`src/rtl/serv_irq_csr.sv`:
```
`default_nettype none
// ============================================================================
// Module      : serv_irq_csr
// Description : Bit-serial M-mode CSR/interrupt unit (mstatus, mie, mip,
//               mcause) with NIRQ prioritised interrupt lines.
//               Optional: SERV_CSR_MPIE_RW_EN makes mstatus.MPIE (bit 7) R/W.
// Revision    : 1.0 - initial release
// ============================================================================
module serv_irq_csr #(
    parameter int NIRQ = 3
) (
    input  logic            i_clk,
    input  logic            i_rst,
    input  logic            i_en,
    input  logic [2:0]      i_cnt,
    input  logic [3:0]      i_cnt_r,
    input  logic            i_e_op,
    input  logic            i_ebreak,
    input  logic            i_mem_cmd,
    input  logic            i_mem_misalign,
    input  logic            i_rf_csr_out,
    output logic            o_csr_in,
    input  logic [NIRQ-1:0] i_irq,
    output logic            o_new_irq,
    output logic            o_irq_pending,
    input  logic            i_trap_taken,
    input  logic            i_mret,
    input  logic            i_mstatus_en,
    input  logic            i_mie_en,
    input  logic            i_mip_en,
    input  logic            i_mcause_en,
    input  logic [1:0]      i_csr_source,
    input  logic            i_d,
    output logic            o_q
);

    localparam logic [1:0] c_src_csr = 2'b00;
    localparam logic [1:0] c_src_ext = 2'b01;
    localparam logic [1:0] c_src_set = 2'b10;

    // mip/mie bit number of interrupt line k
    function automatic logic [4:0] f_irq_bit(input int k);
        if (k == 0)      return 5'd3;
        else if (k == 1) return 5'd7;
        else if (k == 2) return 5'd11;
        else             return 5'(13 + k);
    endfunction

    logic            r_mstatus_mie;
    logic            r_mstatus_mpie;
    logic [NIRQ-1:0] r_mie;
    logic [NIRQ-1:0] r_mip;
    logic            r_pend;
    logic            r_mcause_flag;
    logic [4:0]      r_mcause_code;

    logic            w_en;
    logic [4:0]      w_idx;
    logic [NIRQ-1:0] w_hit;
    logic [NIRQ-1:0] w_pend_vec;
    logic            w_mpie_rd;
    logic            w_csr_rd;
    logic            w_csr_out;
    logic            w_csr_in;
    logic [4:0]      w_cause_sel;
    logic [4:0]      w_exc_code;

    assign w_en  = i_en & (|i_cnt_r);
    assign w_idx = {i_cnt, i_cnt_r[3] | i_cnt_r[2], i_cnt_r[3] | i_cnt_r[1]};

    for (genvar k = 0; k < NIRQ; k++) begin : g_line
        assign w_hit[k] = (w_idx == f_irq_bit(k));
    end

`ifdef SERV_CSR_MPIE_RW_EN
    assign w_mpie_rd = (w_idx == 5'd7) & r_mstatus_mpie;
`else
    assign w_mpie_rd = 1'b0;
`endif

    // mcause code is a shift register: bit 0 is always the one on the wire
    assign w_csr_rd = (i_mstatus_en & (((w_idx == 5'd3) & r_mstatus_mie) | w_mpie_rd))
                    | (i_mie_en & (|(r_mie & w_hit)))
                    | (i_mip_en & (|(r_mip & w_hit)))
                    | (i_mcause_en & (((w_idx < 5'd5) & r_mcause_code[0])
                                    | ((w_idx == 5'd31) & r_mcause_flag)));

    assign w_csr_out = (i_rf_csr_out | w_csr_rd) & i_en;

    always_comb begin
        case (i_csr_source)
            c_src_csr: w_csr_in = w_csr_out;
            c_src_ext: w_csr_in = i_d;
            c_src_set: w_csr_in = w_csr_out | i_d;
            default:   w_csr_in = w_csr_out & ~i_d;
        endcase
    end

    assign o_csr_in = w_csr_in;
    assign o_q      = w_csr_out;

    assign w_pend_vec    = r_mip & r_mie & {NIRQ{r_mstatus_mie}};
    assign o_irq_pending = |w_pend_vec;
    assign o_new_irq     = o_irq_pending & ~r_pend;

    // Later assignments override: lowest priority first
    always_comb begin
        w_cause_sel = 5'd0;
        if (w_pend_vec[1]) w_cause_sel = f_irq_bit(1);
        if (w_pend_vec[0]) w_cause_sel = f_irq_bit(0);
        if (w_pend_vec[2]) w_cause_sel = f_irq_bit(2);
        for (int k = 3; k < NIRQ; k++) begin
            if (w_pend_vec[k]) w_cause_sel = f_irq_bit(k);
        end
    end

    always_comb begin
        if (i_e_op)              w_exc_code = {1'b0, ~i_ebreak, 3'b011};
        else if (i_mem_misalign) w_exc_code = {3'b001, i_mem_cmd, 1'b0};
        else                     w_exc_code = 5'd0;
    end

    always_ff @(posedge i_clk) begin
        if (i_rst) begin
            r_mstatus_mie  <= 1'b0;
            r_mstatus_mpie <= 1'b0;
            r_mie          <= '0;
            r_mip          <= '0;
            r_pend         <= 1'b0;
            r_mcause_flag  <= 1'b0;
            r_mcause_code  <= 5'd0;
        end else begin
            r_mip  <= i_irq;
            r_pend <= o_irq_pending;

            if (i_trap_taken) begin
                r_mstatus_mpie <= r_mstatus_mie;
                r_mstatus_mie  <= 1'b0;
                r_mcause_flag  <= o_irq_pending;
                r_mcause_code  <= o_irq_pending ? w_cause_sel : w_exc_code;
            end else if (i_mret) begin
                r_mstatus_mie  <= r_mstatus_mpie;
                r_mstatus_mpie <= 1'b1;
            end else begin
                if (i_mstatus_en & w_en & (w_idx == 5'd3))
                    r_mstatus_mie <= w_csr_in;
`ifdef SERV_CSR_MPIE_RW_EN
                if (i_mstatus_en & w_en & (w_idx == 5'd7))
                    r_mstatus_mpie <= w_csr_in;
`endif
                if (i_mcause_en & w_en & (w_idx < 5'd5))
                    r_mcause_code <= {w_csr_in, r_mcause_code[4:1]};
                if (i_mcause_en & w_en & (w_idx == 5'd31))
                    r_mcause_flag <= w_csr_in;
            end

            for (int k = 0; k < NIRQ; k++) begin
                if (i_mie_en & w_en & w_hit[k])
                    r_mie[k] <= w_csr_in;
            end
        end
    end

endmodule
`default_nettype wire

```
`config.mk`:
```
export PLATFORM = sky130hd
export DESIGN_NAME = serv_irq_csr
export DESIGN_NICKNAME = d
export VERILOG_FILES = /design/src/rtl/serv_irq_csr.sv
export SDC_FILE = /design/constraint.sdc
export NUM_CORES = 1
export LEC_CHECK = 0
export ABC_AREA = 1
export CAP_MARGIN = 20
export CORE_MARGIN = 2
export CORE_UTILIZATION = 24
export DETAILED_ROUTE_END_ITERATION = 10
export HOLD_SLACK_MARGIN = 0.06
export RECOVER_POWER = 25
export SLEW_MARGIN = 15
export SYNTH_ARGS = -nofsm -noshare
export SYNTH_HDL_FRONTEND = slang
export SYNTH_SLANG_ARGS = --single-unit
```
`constraint.sdc`:
```
create_clock -name i_clk -period 3.3 [get_ports i_clk]
set_clock_uncertainty 0.2 [all_clocks]
set_input_delay 0.66 -clock i_clk [delete_from_list [all_inputs] [get_ports i_clk]]
set_output_delay 0.66 -clock i_clk [all_outputs]
set_load 0.05 [all_outputs]
```
# Word-level counts from Yosys, hierarchy flattened
# Index checks and enable logic that the tools add are counted.
[word_totals]
regBits = 15
in_bits = 27
out_inout_bits = 4
wordCells = 81
[op_classes]
magnitude_cmp = 1
eq_ne = 7
muxes = 17
bitwise_logic = 35
reduce_logical = 12
[ops]
columns = ["operator", "n"]
rows = [
  ["$mux W5", 6],
  ["$and A1 B1 Y1", 20],
  ["$and A3 B3 Y3", 4],
  ["$reduce_or A3 Y1", 3],
  ["$or A1 B1 Y1", 8],
  ["$reduce_bool A2 Y1", 4],
  ["$mux W1", 7],
  ["$mux W3", 2],
  ["$eq A5 B2 Y1 const B", 1],
  ["$eq A5 B3 Y1 const B", 1],
  ["$eq A5 B4 Y1 const B", 1],
  ["$eq A5 B5 Y1 const B", 1],
  ["$lt A5 B3 Y1 const B", 1],
  ["$mux W4", 1],
  ["$reduce_and A2 Y1", 2],
  ["$reduce_or A4 Y1", 1],
  ["$not A1 Y1", 3],
  ["$pmux W1 S3", 1],
  ["$eq A2 B1 Y1 const B", 1],
  ["$eq A2 B2 Y1 const B", 1],
  ["$logic_not A2 Y1", 1],
  ["$ne A2 B2 Y1 const B", 1],
  ["$reduce_or A2 Y1", 1],
]

# Depth between registers and ports, before layout
# Gate-level depths: netlist of the first run.
[logic_depth]
word_depth = 15
depth_mapped = 13

# Least setup slack after synthesis of the first run
# No wires, ideal clock.
[synth_timing]
kind = "input port to output port"
start = "input port i_cnt[0]"
end = "output port o_q"
t_arrival_ns = 1.992
slack_ns = 0.448
path_stages = 8
path_buffers = 1
cell_sequence = "buf_6 nor2_1 nand4_1 nand3_1 nand2_1 nand2_1 inv_1 a21oi_1"
[synth_between]
elab_chain_cells = 9
word_cells_on_any_way = 22
cone_classes = "1 x order compare; 4 x eq/ne; 15 x bitwise; 2 x reduce/logical"
[synth_rtl]
columns = ["element", "line_no", "source"]
rows = [
  ["start: declaration", "15", "input logic [2:0] i_cnt,"],
  ["$eq A5 B2 Y1, or another cell as far along", "72, 82", ""],
  ["$and A3 B3 Y3", "83", "| (i_mie_en & (|(r_mie & w_hit)))"],
  ["$reduce_or A3 Y1", "83", ""],
  ["$and A1 B1 Y1", "83", ""],
  ["$or A1 B1 Y1", "83", ""],
  ["$or A1 B1 Y1", "84", "| (i_mip_en & (|(r_mip & w_hit)))"],
  ["$or A1 B1 Y1 (*)", "85", "| (i_mcause_en & (((w_idx < 5'd5) & r_mcause_code[0])"],
  ["$or A1 B1 Y1 (*)", "88", "assign w_csr_out = (i_rf_csr_out | w_csr_rd) & i_en;"],
  ["$and A1 B1 Y1 (*)", "88", ""],
  ["end: declaration", "34", "output logic o_q"],
]
# Every way passes the cells marked *; elsewhere a longest branch is shown, timed or not.

# Worst setup path after layout of the first run
[layout_timing]
start = "input port i_cnt[1]"
end = "output port o_csr_in"
[layout_between]
elab_chain_cells = 11
word_cells_on_any_way = 25
cone_classes = "1 x order compare; 4 x eq/ne; 1 x mux; 17 x bitwise; 2 x reduce/logical"
[layout_rtl]
columns = ["element", "line_no", "source"]
rows = [
  ["$eq A5 B2 Y1, or another cell as far along", "72, 82", ""],
  ["$and A3 B3 Y3", "83", ""],
  ["$reduce_or A3 Y1", "83", ""],
  ["$and A1 B1 Y1", "83", ""],
  ["$or A1 B1 Y1", "83", ""],
  ["$or A1 B1 Y1", "84", ""],
  ["$or A1 B1 Y1 (*)", "85", ""],
  ["$or A1 B1 Y1 (*)", "88", ""],
  ["$and A1 B1 Y1 (*)", "88", ""],
  ["$and A1 B1 Y1 / $or A1 B1 Y1 (equally long branches)", "95, 94", ""],
  ["$pmux W1 S3 (*)", "91", "case (i_csr_source)"],
  ["end: declaration", "22", "output logic o_csr_in,"],
]
# Marks and branches as above.

==> impl_metrics.yaml, run 1 <==
cells_and_area:
  drive_above_1_share_pct: 7.51
  layout.nets: 201
  fillers: 388
  final_common_cell: "clkdlybuf4s50_1"
  syn_to_final_growth_pct: 42.3
  multi_input_area_sq_um: 503
  final_cell_mix: "clkdlybuf4s50_1 (27), inv_1 (26), nand2_1 (22)"
  fin_util_pct: 35.8
  fin_area_sq_mm: 0.00133
  regArea_sq_um: 300
  antenna_cells: 0
  layoutNonFillerInstCount: 221
die:
  core_sq_mm: 0.00372
  dieArea_sq_mm: 0.00441
  die_w_um: 66.4
  start_util_pct: 25.2
  row_count: 22
  ios: 31
  die_h_um: 66.4
worst_hold_path:
  hold_class: "reg2reg"
  min_from: "r_mcause_code[4]$_SDFFE_PP0P_"
  holdPathStages: 2
  holdPathEnd: "r_mcause_code[4]$_SDFFE_PP0P_"
sta:
  setup-tns-final_ns: 0
  whs_ns: 0.258
  layout_min_cycle_time_ns: 3.10
  rsz0062_at_grt: "false"
  setup_viol: 0
  max_freq_mhz: 322
  hold_viol: 0
  setup_ws_ns: 0.196
  slew_headroom_pct: 67.2
  tightest_slew_ns: 0.490
  final.period_utilization_pct: 94.0
  slew_violations: 0
clock_tree:
  cts_root_buf: "clkbuf_8"
  clock_sinks: 15
  htreeDepth: 1
  cts_setup_buffers: 0
  postCtsHoldBufs: 0
  cts_tree: "done"
  clkTransAtPathRegs_ns: 0.05
  post_cts_resized: 0
  cts_buffer_depth: 2
  insertion_delay_ns: 0.25
  numCtsBuffers: 3
worst_setup_path:
  reg2reg_from: "r_mstatus_mie$_SDFFE_PP0P_"
  cp-end-kind: "output port"
  start_kind: "input port"
  critPathKind: "in2out"
  cp.arrival_ns: 2.24
  r2r-end: "r_mcause_code[0]$_SDFFE_PP0P_"
  reg2regPathDepth: 8
  path_max_fanout: 7
  cp.required_ns: 2.44
  worst-r2r-setup-slack_ns: 1.46
run:
  maxCapViolations: 0
place:
  dpl_cell_area_sq_mm: 0.00128
  placed_cells: 217
  io_buffers: 30
  place_congestion: 0.804
  dpl_worst_slack_ns: 0.210
  dpl.hpwl_mm: 1.92
grt:
  grt_antenna_before_repair: 0
  grt_max_degree: 13
  grt_pass1_wl_mm: 3.90
  grt_use_total_pct: 11.7
  grt_pass1_vias: 925
  grt_overflow: 0
power_and_ir_drop:
  p_leak_nw: 0.592
  irDropWorstVdd_mv: 0.105
  total_power_mw: 0.438
  power.density_mw_per_mm2: 329
yosys:
  synth_nets: 170
  synthCells: 143
  async_flop_share_pct: 0
  syn-mean-instance-area_sq_um: 6.54
  yosysSeqAreaShare_pct: 32.1
  synth_warnings: 0
  synth_seq_cells: 15
  ys_dominant_reg_cell: "dfxtp_1"
  synth_cell_types: 26
  synth-edff-count: 0
  synthesis.area_sq_um: 935
detailed_routing:
  drtPass1Iterations: 4
  route.antenna.remaining_nets: 0
  drc: 0
  drtIter0Drc: 41
  wl_mm: 2.41
  via_per_inst: 4.70
  vias: 1038
  route.detailed.wl_per_inst_um: 10.9
run_status:
  status: "complete, no violations"
## cell usage after synthesis (2+ instances only)
master	number	area share, %
clkbuf_1	2	0.80
a21oi_1	10	5.4
inv_1	26	10
dfxtp_1	15	32
buf_6	2	2.4
nor3_1	6	3.2
nand3_1	10	5.4
nor2_1	12	4.8
nand4_1	11	7.4
nand2_2	2	1.3
nand2_1	22	8.8
o21ai_0	11	5.9
## state kept, by name (all words and copies together) (netlist names)
name and count:
r_mstatus_mpie 1, r_mcause_flag 1, r_mie 3, r_mstatus_mie 1, r_mip 3, r_pend 1
r_mcause_code 5
## worst max-delay path, stage by stage
cell and delay, ns:
clkdlybuf4s50_1 0.53, nor2_4 0.23, nand4_1 0.13, nand3_1 0.12, nand2_1 0.06, nand2_1 0.05
inv_1 0.04, nand2_1 0.06, nand3_2 0.08, nand2_4 0.12, buf_12 0.14
## how the worst max path moves through the flow
stage / startpoint / to / cells past startpoint
global placement: i_cnt[1] / o_csr_in / 11
detailed placement: i_cnt[1] / o_csr_in / 11
floorplan: i_cnt[0] / o_q / 8
CTS: i_cnt[1] / o_csr_in / 11
global route: i_cnt[0] / o_csr_in / 11
finish: i_cnt[1] / o_csr_in / 11
## kinds of logic (layout without fill, tap and decap cells)
kind of cell | count (synthesis) | count (layout) | synth area share, %
DFF | 15 | 15 | 32.1
buffers and inverters | 31 | 61 | 14.1
and+or+nand+nor | 69 | 69 | 36.7
AOI/OAI and AO/OA | 28 | 28 | 17.1
## metal layers
layer | GRT usage [%] | vias to the layer above | part of all wire [%]
li1 | - | 537 | -
met5 | 0 | - | 0
met3 | 3.75 | 4 | 7.4
met4 | 4.59 | 0 | 1.4
met1 | 12.9 | 458 | 44
met2 | 20.5 | 39 | 47
## cell type report
class                      count  share of cell area, %
clock buffer                   4                   3.39
inverter                      27                   7.62
multi-input combinational     97                   37.8
sequential                    15                   22.6
tap                           48                   4.52
timing repair buffer          30                   24.1
## power by group
| group | switching, mW | total, mW | internal [mW] |
|---|---|---|---|
| Clock | 0.0600 | 0.145 | 0.0854 |
| Combinational | 0.0495 | 0.0985 | 0.0489 |
| Sequential | 0.00472 | 0.194 | 0.189 |
| Total | 0.114 | 0.438 | 0.323 |
(Power assumes the default switching activity.)
==> run 2: changes to the inputs <==
Settings changed: GPL_ROUTABILITY_DRIVEN from default to 0.
==> results of run 2 <==
No change in the layout: final DEF, timing and power equal those of run 1.
